`src/rtl/decode_regfile_pkg.sv`:
```
// Shared definitions for the decode stage: ISA sizes, opcode constants,
// instruction field slices and the immediate extender.
package decode_regfile_pkg;

  localparam int ISA_WIDTH     = 32;
  localparam int REG_NUM       = 32;
  localparam int REG_IDX_WIDTH = $clog2(REG_NUM);
  localparam int RA_IDX        = 31;

  localparam logic [5:0] OP_ANDI = 6'h0C;
  localparam logic [5:0] OP_ORI  = 6'h0D;
  localparam logic [5:0] OP_XORI = 6'h0E;

  typedef logic [ISA_WIDTH-1:0]     word_t;
  typedef logic [REG_IDX_WIDTH-1:0] reg_idx_t;

  function automatic logic [5:0] field_op(input word_t instr);
    return instr[31:26];
  endfunction

  function automatic reg_idx_t field_rs(input word_t instr);
    return instr[25:21];
  endfunction

  function automatic reg_idx_t field_rt(input word_t instr);
    return instr[20:16];
  endfunction

  function automatic reg_idx_t field_rd(input word_t instr);
    return instr[15:11];
  endfunction

  function automatic logic [15:0] field_imm(input word_t instr);
    return instr[15:0];
  endfunction

  // Logical immediates are zero-extended; everything else (including sltiu
  // and lui) is sign-extended.
  function automatic word_t imm_extend(input word_t instr);
    logic [5:0]  op;
    logic [15:0] imm;
    op  = field_op(instr);
    imm = field_imm(instr);
    if (op == OP_ANDI || op == OP_ORI || op == OP_XORI) begin
      return {16'h0000, imm};
    end
    return {{16{imm[15]}}, imm};
  endfunction

endpackage

```
`src/rtl/decode_regfile_reg_file.sv`:
```
// General register file: synchronous write, two asynchronous read ports and
// a debug read port. Register 0 always reads zero; reset clears every entry.
module decode_regfile_reg_file #(
  parameter int REG_NUM = 32,
  parameter int WIDTH   = 32,
  parameter int IDX_W   = $clog2(REG_NUM)
) (
  input  logic             clock,
  input  logic             reset,
  input  logic             write_en,
  input  logic [IDX_W-1:0] write_addr,
  input  logic [WIDTH-1:0] write_data,
  input  logic [IDX_W-1:0] read_addr_1,
  input  logic [IDX_W-1:0] read_addr_2,
  input  logic [IDX_W-1:0] dbg_addr,
  output logic [WIDTH-1:0] read_data_1,
  output logic [WIDTH-1:0] read_data_2,
  output logic [WIDTH-1:0] dbg_data
);

  logic [WIDTH-1:0] regs [REG_NUM];

  // Reset clears the whole array and wins over a same-cycle write; writes
  // aimed at register 0 are dropped so it never holds a value.
  always_ff @(posedge clock) begin
    if (reset) begin
      for (int i = 0; i < REG_NUM; i++) begin
        regs[i] <= '0;
      end
    end else if (write_en && (write_addr != '0)) begin
      regs[write_addr] <= write_data;
    end
  end

  // Reads are asynchronous with no bypass: a register being written this
  // cycle still shows its old value until the edge.
  always_comb begin
    read_data_1 = (read_addr_1 == '0) ? '0 : regs[read_addr_1];
    read_data_2 = (read_addr_2 == '0) ? '0 : regs[read_addr_2];
    dbg_data    = (dbg_addr    == '0) ? '0 : regs[dbg_addr];
  end

endmodule

```
`src/rtl/decode_regfile.sv`:
```
// Decode stage of the single-cycle MIPS core: field extraction, write-back
// destination and data selection, immediate extension, and the register file.
module decode_regfile
  import decode_regfile_pkg::*;
#(
  parameter int REG_NUM = decode_regfile_pkg::REG_NUM,
  parameter int WIDTH   = decode_regfile_pkg::ISA_WIDTH
) (
  input  logic             clock,
  input  logic             reset,
  input  logic [WIDTH-1:0] instruction,
  input  logic [WIDTH-1:0] link_addr,
  input  logic [WIDTH-1:0] alu_result,
  input  logic [WIDTH-1:0] mem_data,
  input  logic             reg_write,
  input  logic             mem_to_reg,
  input  logic             reg_dst,
  input  logic             jal,
  input  logic [4:0]       dbg_addr,
  output logic [WIDTH-1:0] read_data_1,
  output logic [WIDTH-1:0] read_data_2,
  output logic [WIDTH-1:0] imm_extended,
  output logic [WIDTH-1:0] dbg_data
);

  localparam logic [4:0] RA = 5'(RA_IDX);

  logic [4:0]       rs;
  logic [4:0]       rt;
  logic [4:0]       rd;
  logic [4:0]       write_addr;
  logic [WIDTH-1:0] write_data;
  logic             write_en;

  assign rs = field_rs(instruction);
  assign rt = field_rt(instruction);
  assign rd = field_rd(instruction);

  // jal overrides both muxes: it always links $31 with PC+4, even when the
  // controller also asserts reg_write with reg_dst selecting rd.
  always_comb begin
    write_en   = reg_write | jal;
    write_addr = rt;
    write_data = alu_result;
    if (jal) begin
      write_addr = RA;
      write_data = link_addr;
    end else begin
      if (reg_dst) write_addr = rd;
      if (mem_to_reg) write_data = mem_data;
    end
  end

  // Immediate extension depends only on the opcode of the current instruction.
  always_comb begin
    imm_extended = imm_extend(instruction);
  end

  decode_regfile_reg_file #(
    .REG_NUM (REG_NUM),
    .WIDTH   (WIDTH),
    .IDX_W   (5)
  ) u_reg_file (
    .clock       (clock),
    .reset       (reset),
    .write_en    (write_en),
    .write_addr  (write_addr),
    .write_data  (write_data),
    .read_addr_1 (rs),
    .read_addr_2 (rt),
    .dbg_addr    (dbg_addr),
    .read_data_1 (read_data_1),
    .read_data_2 (read_data_2),
    .dbg_data    (dbg_data)
  );

endmodule

```
`config.mk`:
```
export PLATFORM = sky130hd
export DESIGN_NAME = decode_regfile
export DESIGN_NICKNAME = d
export VERILOG_FILES = /design/src/rtl/decode_regfile_pkg.sv /design/src/rtl/decode_regfile_reg_file.sv /design/src/rtl/decode_regfile.sv
export SDC_FILE = /design/constraint.sdc
export NUM_CORES = 2
export LEC_CHECK = 0
export CAP_MARGIN = 40
export CORE_MARGIN = 2
export CORE_UTILIZATION = 66
export DETAILED_ROUTE_END_ITERATION = 8
export PLACE_DENSITY_LB_ADDON = 0.2
export SYNTH_ARGS = -nofsm -noshare
export SYNTH_HDL_FRONTEND = slang
export SYNTH_SLANG_ARGS = --single-unit
```
`constraint.sdc`:
```
create_clock -name clock -period 4.5 [get_ports clock]
set_input_delay 0.9 -clock clock [delete_from_list [all_inputs] [get_ports clock]]
set_output_delay 0.9 -clock clock [all_outputs]
set_load 0.01 [all_outputs]
```
==> flow_metrics.py <==
metrics = {
    "status": {
        "outcome": "finished, violations left",
        "failed_checks": "DRC, setup timing",
    },
    "layout": {
        "layout-drive-gt1-share": 0.304,
        "largest_reg_flops": 1024,
        "area.growth.synth_to_final_pct": 15.6,
        "stdcell_area_sq_mm": 0.0720,
        "largest-register": "u_reg_file.regs",
        "layout.cells.most_common": "sky130_fd_sc_hd__edfxtp_1",
        "layout_common_cells": "sky130_fd_sc_hd__edfxtp_1, sky130_fd_sc_hd__nor2_1, sky130_fd_sc_hd__mux4_2, sky130_fd_sc_hd__mux2i_1, sky130_fd_sc_hd__buf_4",
        "reg.largest.list": "u_reg_file.regs (1024)",
        "fin_nets": 5037,
    },
    "setup_path": {
        "slowest_stage": "sky130_fd_sc_hd__a21oi_1",
        "cp.required_ns": 3.60,
        "timing.setup.critical_path_class": "in -> out",
        "cp-end-kind": "primary output",
        "crit_path_frequent_cell": "sky130_fd_sc_hd__buf_4",
        "cp_max_fo": 21,
        "setup.worst_path.start_class": "input pin",
        "cp_cell_sequence": "buf_4 -> or3_4 -> buf_12 -> o221ai_1 -> a21oi_1 -> a211oi_1 -> buf_4 -> clkdlybuf4s50_1",
        "timing.critical_path.slowest_cell_delay_ns": 0.67,
        "worst-endpoint-arrival_ns": 3.69,
        "cpLargestDelayFamily": "buffers and inverters",
        "critPathBufInv": 4,
    },
    "detailed_routing": {
        "drt_first_pass_iters": 9,
        "detail-route-antenna-nets": 0,
        "wl_per_cell_microns": 42.0,
        "detail_route.wirelength_microns": 263000,
        "dr_total_vias": 52000,
        "drc": 1,
        "drt_iter0_drc": 11000,
        "vias_per_cell": 8.32,
    },
    "placement": {
        "gp_congestion": 0.998,
        "place_ws_ns": -0.140,
        "detailedPlacementHpwl_microns": 161000,
        "buffer_ports.inserted": 244,
        "postPlaceCellArea_sq_mm": 0.0684,
    },
    "synthesis": {
        "netlist-cell-type-count": 51,
        "async_flop_share": 0,
        "edff_count_synth": 1024,
        "netlist_area_sq_mm": 0.0623,
        "sequential_cell_area_fraction_in_the_yosys_report": 0.494,
        "syn_warnings": 0,
        "postSynth.topFlopCell": "sky130_fd_sc_hd__edfxtp_1",
        "syn_inst": 4628,
        "mean_instance_size_in_the_synthesized_netlist_sq_um": 13.5,
        "ys_ff_latch": 1024,
    },
    "cts": {
        "tritoncts_clock_tree": "yes",
        "clk_pin_slew_ns": 0.06,
        "post_cts_buffers": 0,
        "cts-root-to-sink-buffers": 3,
        "clock_sink_count": 1024,
        "cts_made_buffers": 108,
        "ctsHtreeMaxLevel": 3,
        "cts.root.buffer_cell": "sky130_fd_sc_hd__clkbuf_16",
    },
    "power_and_ir_drop": {
        "power_total_mw": 25.4,
        "worst_supply_voltage_drop_on_vdd_uv": 345,
        "static-leakage-power_nw": 24.9,
        "p_per_area_mw_per_mm2": 353,
    },
    "global_routing": {
        "grt_start_max_net_pins": 51,
        "grt_pass1_wl_microns": 366000,
        "antenna_found_initial": 18,
        "grt_pass1_vias": 50600,
        "global_route_usage_over_all_layers": 0.539,
        "total_congestion_overflow_after_global_routing": 0,
    },
    "worst_hold_path": {
        "hold_path_startpoint": "reset",
        "min_to": "u_reg_file.regs[0][15]",
        "holdCritPathClass": "in -> reg",
        "min_path_cells": 1,
    },
    "sta": {
        "grt_setup_unrepaired": "false",
        "period_share": 1.02,
        "timing.max_slew.rel_slack": 0.298,
        "worst_hold_slack_ns": 0.740,
        "tightest_slew_ns": 1.05,
        "setup_ws_ns": -0.0948,
        "slew_viol_final": 0,
        "final_critical_path_time_including_i_o_delays_and_setup_ns": 4.59,
        "finalHoldViolCount": 0,
        "finalSetupViolations": 9,
        "maxClockFrequency_mhz": 218,
    },
    "floorplanning": {
        "start_util": 0.666,
        "floorplan.io_pins": 267,
        "number_of_cell_rows": 112,
        "dieHeight_microns": 311,
        "die_w_microns": 311,
        "fp.coreArea_sq_mm": 0.0935,
        "fp.dieArea_sq_mm": 0.0968,
    },
    "flow_run": {
        "maxCapViolations": 0,
    },
}
## stage by stage
| stage | std cells | setup TNS (ns) | util |
|---|---|---|---|
| 4_1_cts | 6238 | 0 | 0.769 |
| 6_report | 6248 | -0.247 | 0.770 |
| 2_1_floorplan | 4659 | 0 | - |
| 5_1_grt | 6241 | 0 | 0.770 |
| 3_5_place_dp | 6040 | -0.281 | 0.732 |
| 3_3_place_gp | 6035 | -1.26 | 0.731 |
## Yosys cell counts (2+ instances only)
| library cell | count | share of area |
|---|---|---|
| sky130_fd_sc_hd__a211oi_1 | 97 | 0.012 |
| sky130_fd_sc_hd__a21oi_1 | 66 | 0.0053 |
| sky130_fd_sc_hd__a21oi_2 | 5 | 0.00070 |
| sky130_fd_sc_hd__a21oi_4 | 2 | 0.00052 |
| sky130_fd_sc_hd__a221oi_1 | 80 | 0.011 |
| sky130_fd_sc_hd__a22oi_1 | 96 | 0.012 |
| sky130_fd_sc_hd__a311o_1 | 3 | 0.00048 |
| sky130_fd_sc_hd__a311oi_1 | 64 | 0.0090 |
| sky130_fd_sc_hd__and2_1 | 3 | 0.00030 |
| sky130_fd_sc_hd__and3b_1 | 3 | 0.00042 |
| sky130_fd_sc_hd__buf_1 | 12 | 0.00072 |
| sky130_fd_sc_hd__buf_2 | 150 | 0.012 |
| sky130_fd_sc_hd__buf_4 | 62 | 0.0075 |
| sky130_fd_sc_hd__buf_6 | 39 | 0.0071 |
| sky130_fd_sc_hd__clkbuf_1 | 303 | 0.018 |
| sky130_fd_sc_hd__edfxtp_1 | 1024 | 0.49 |
| sky130_fd_sc_hd__inv_1 | 3 | 0.00018 |
| sky130_fd_sc_hd__mux2_2 | 97 | 0.018 |
| sky130_fd_sc_hd__mux2i_1 | 417 | 0.067 |
| sky130_fd_sc_hd__mux4_2 | 576 | 0.21 |
| sky130_fd_sc_hd__nand2_1 | 97 | 0.0058 |
| sky130_fd_sc_hd__nand2b_1 | 31 | 0.0031 |
| sky130_fd_sc_hd__nand3_1 | 8 | 0.00064 |
| sky130_fd_sc_hd__nand3_4 | 5 | 0.0014 |
| sky130_fd_sc_hd__nand3b_1 | 7 | 0.00084 |
| sky130_fd_sc_hd__nand4_1 | 34 | 0.0034 |
| sky130_fd_sc_hd__nand4b_1 | 8 | 0.0011 |
| sky130_fd_sc_hd__nand4b_4 | 8 | 0.0031 |
| sky130_fd_sc_hd__nor2_1 | 954 | 0.058 |
| sky130_fd_sc_hd__nor2_2 | 78 | 0.0078 |
| sky130_fd_sc_hd__nor2b_1 | 74 | 0.0074 |
| sky130_fd_sc_hd__o2111ai_1 | 16 | 0.0023 |
| sky130_fd_sc_hd__o21ai_0 | 103 | 0.0083 |
| sky130_fd_sc_hd__o21ai_1 | 9 | 0.00072 |
| sky130_fd_sc_hd__o221ai_1 | 64 | 0.0090 |
| sky130_fd_sc_hd__or2_2 | 2 | 0.00020 |
| sky130_fd_sc_hd__or2b_1 | 3 | 0.00036 |
| sky130_fd_sc_hd__or3_1 | 3 | 0.00030 |
| sky130_fd_sc_hd__or3b_1 | 5 | 0.00070 |
| sky130_fd_sc_hd__or3b_2 | 5 | 0.00070 |
| sky130_fd_sc_hd__or4_1 | 2 | 0.00024 |
## where the power goes
group	total, mW	switching [mW]	internal, mW
logic	4.98	2.83	2.15
registers	11.5	0.461	11.1
clock network	8.91	3.90	5.01
total	25.4	7.19	18.2
## final cells by class
type	instances	area, sq um
Sequential cell	1024	30700
Inverter	3	13.8
Tap cell	1254	1570
Antenna cell	8	20.0
Fill cell	5551	21500
Multi-Input combinational cell	3065	29200
Clock inverter	77	646
Timing Repair Buffer	696	6990
Clock buffer	121	2790
## kinds of logic after synthesis
group / after synthesis / share of synthesized area
buffers and inverters: 570 / 0.0459
other: 1 / 0.0000602
and+or+nand+nor: 1335 / 0.0962
AOI/OAI and AO/OA: 608 / 0.0712
DFF: 1024 / 0.494
muxes: 1090 / 0.293
## routing by layer
metal | GRT usage | share of wire | vias up
li1 | - | - | 18700
met1 | 0.638 | 0.28 | 24500
met2 | 0.752 | 0.41 | 6739
met3 | 0.272 | 0.21 | 1987
met4 | 0.407 | 0.10 | 23
met5 | 0.00346 | 0.0010 | -
## what timing repair did
item | 4_1_cts | 5_1_grt
pin swaps | 0 | 1
resized for setup | 5 | 10
gates cloned | 0 | 0
hold buffers | 0 | 0
setup endpoints to repair | 4 | 10
## how the worst max path moves through the flow
stage	start	end	cells past startpoint	slack, ns
4_1_cts	dbg_addr[2]	dbg_data[1]	8	0.003
2_1_floorplan	instruction[21]	read_data_1[22]	6	1.13
3_5_place_dp	dbg_addr[0]	dbg_data[9]	8	-0.14
3_3_place_gp	instruction[21]	read_data_1[14]	8	-0.49
5_1_grt	dbg_addr[2]	dbg_data[1]	8	0.008
6_report	instruction[24]	read_data_1[16]	8	-0.09
Note: power is estimated with default switching activity, not from simulation.
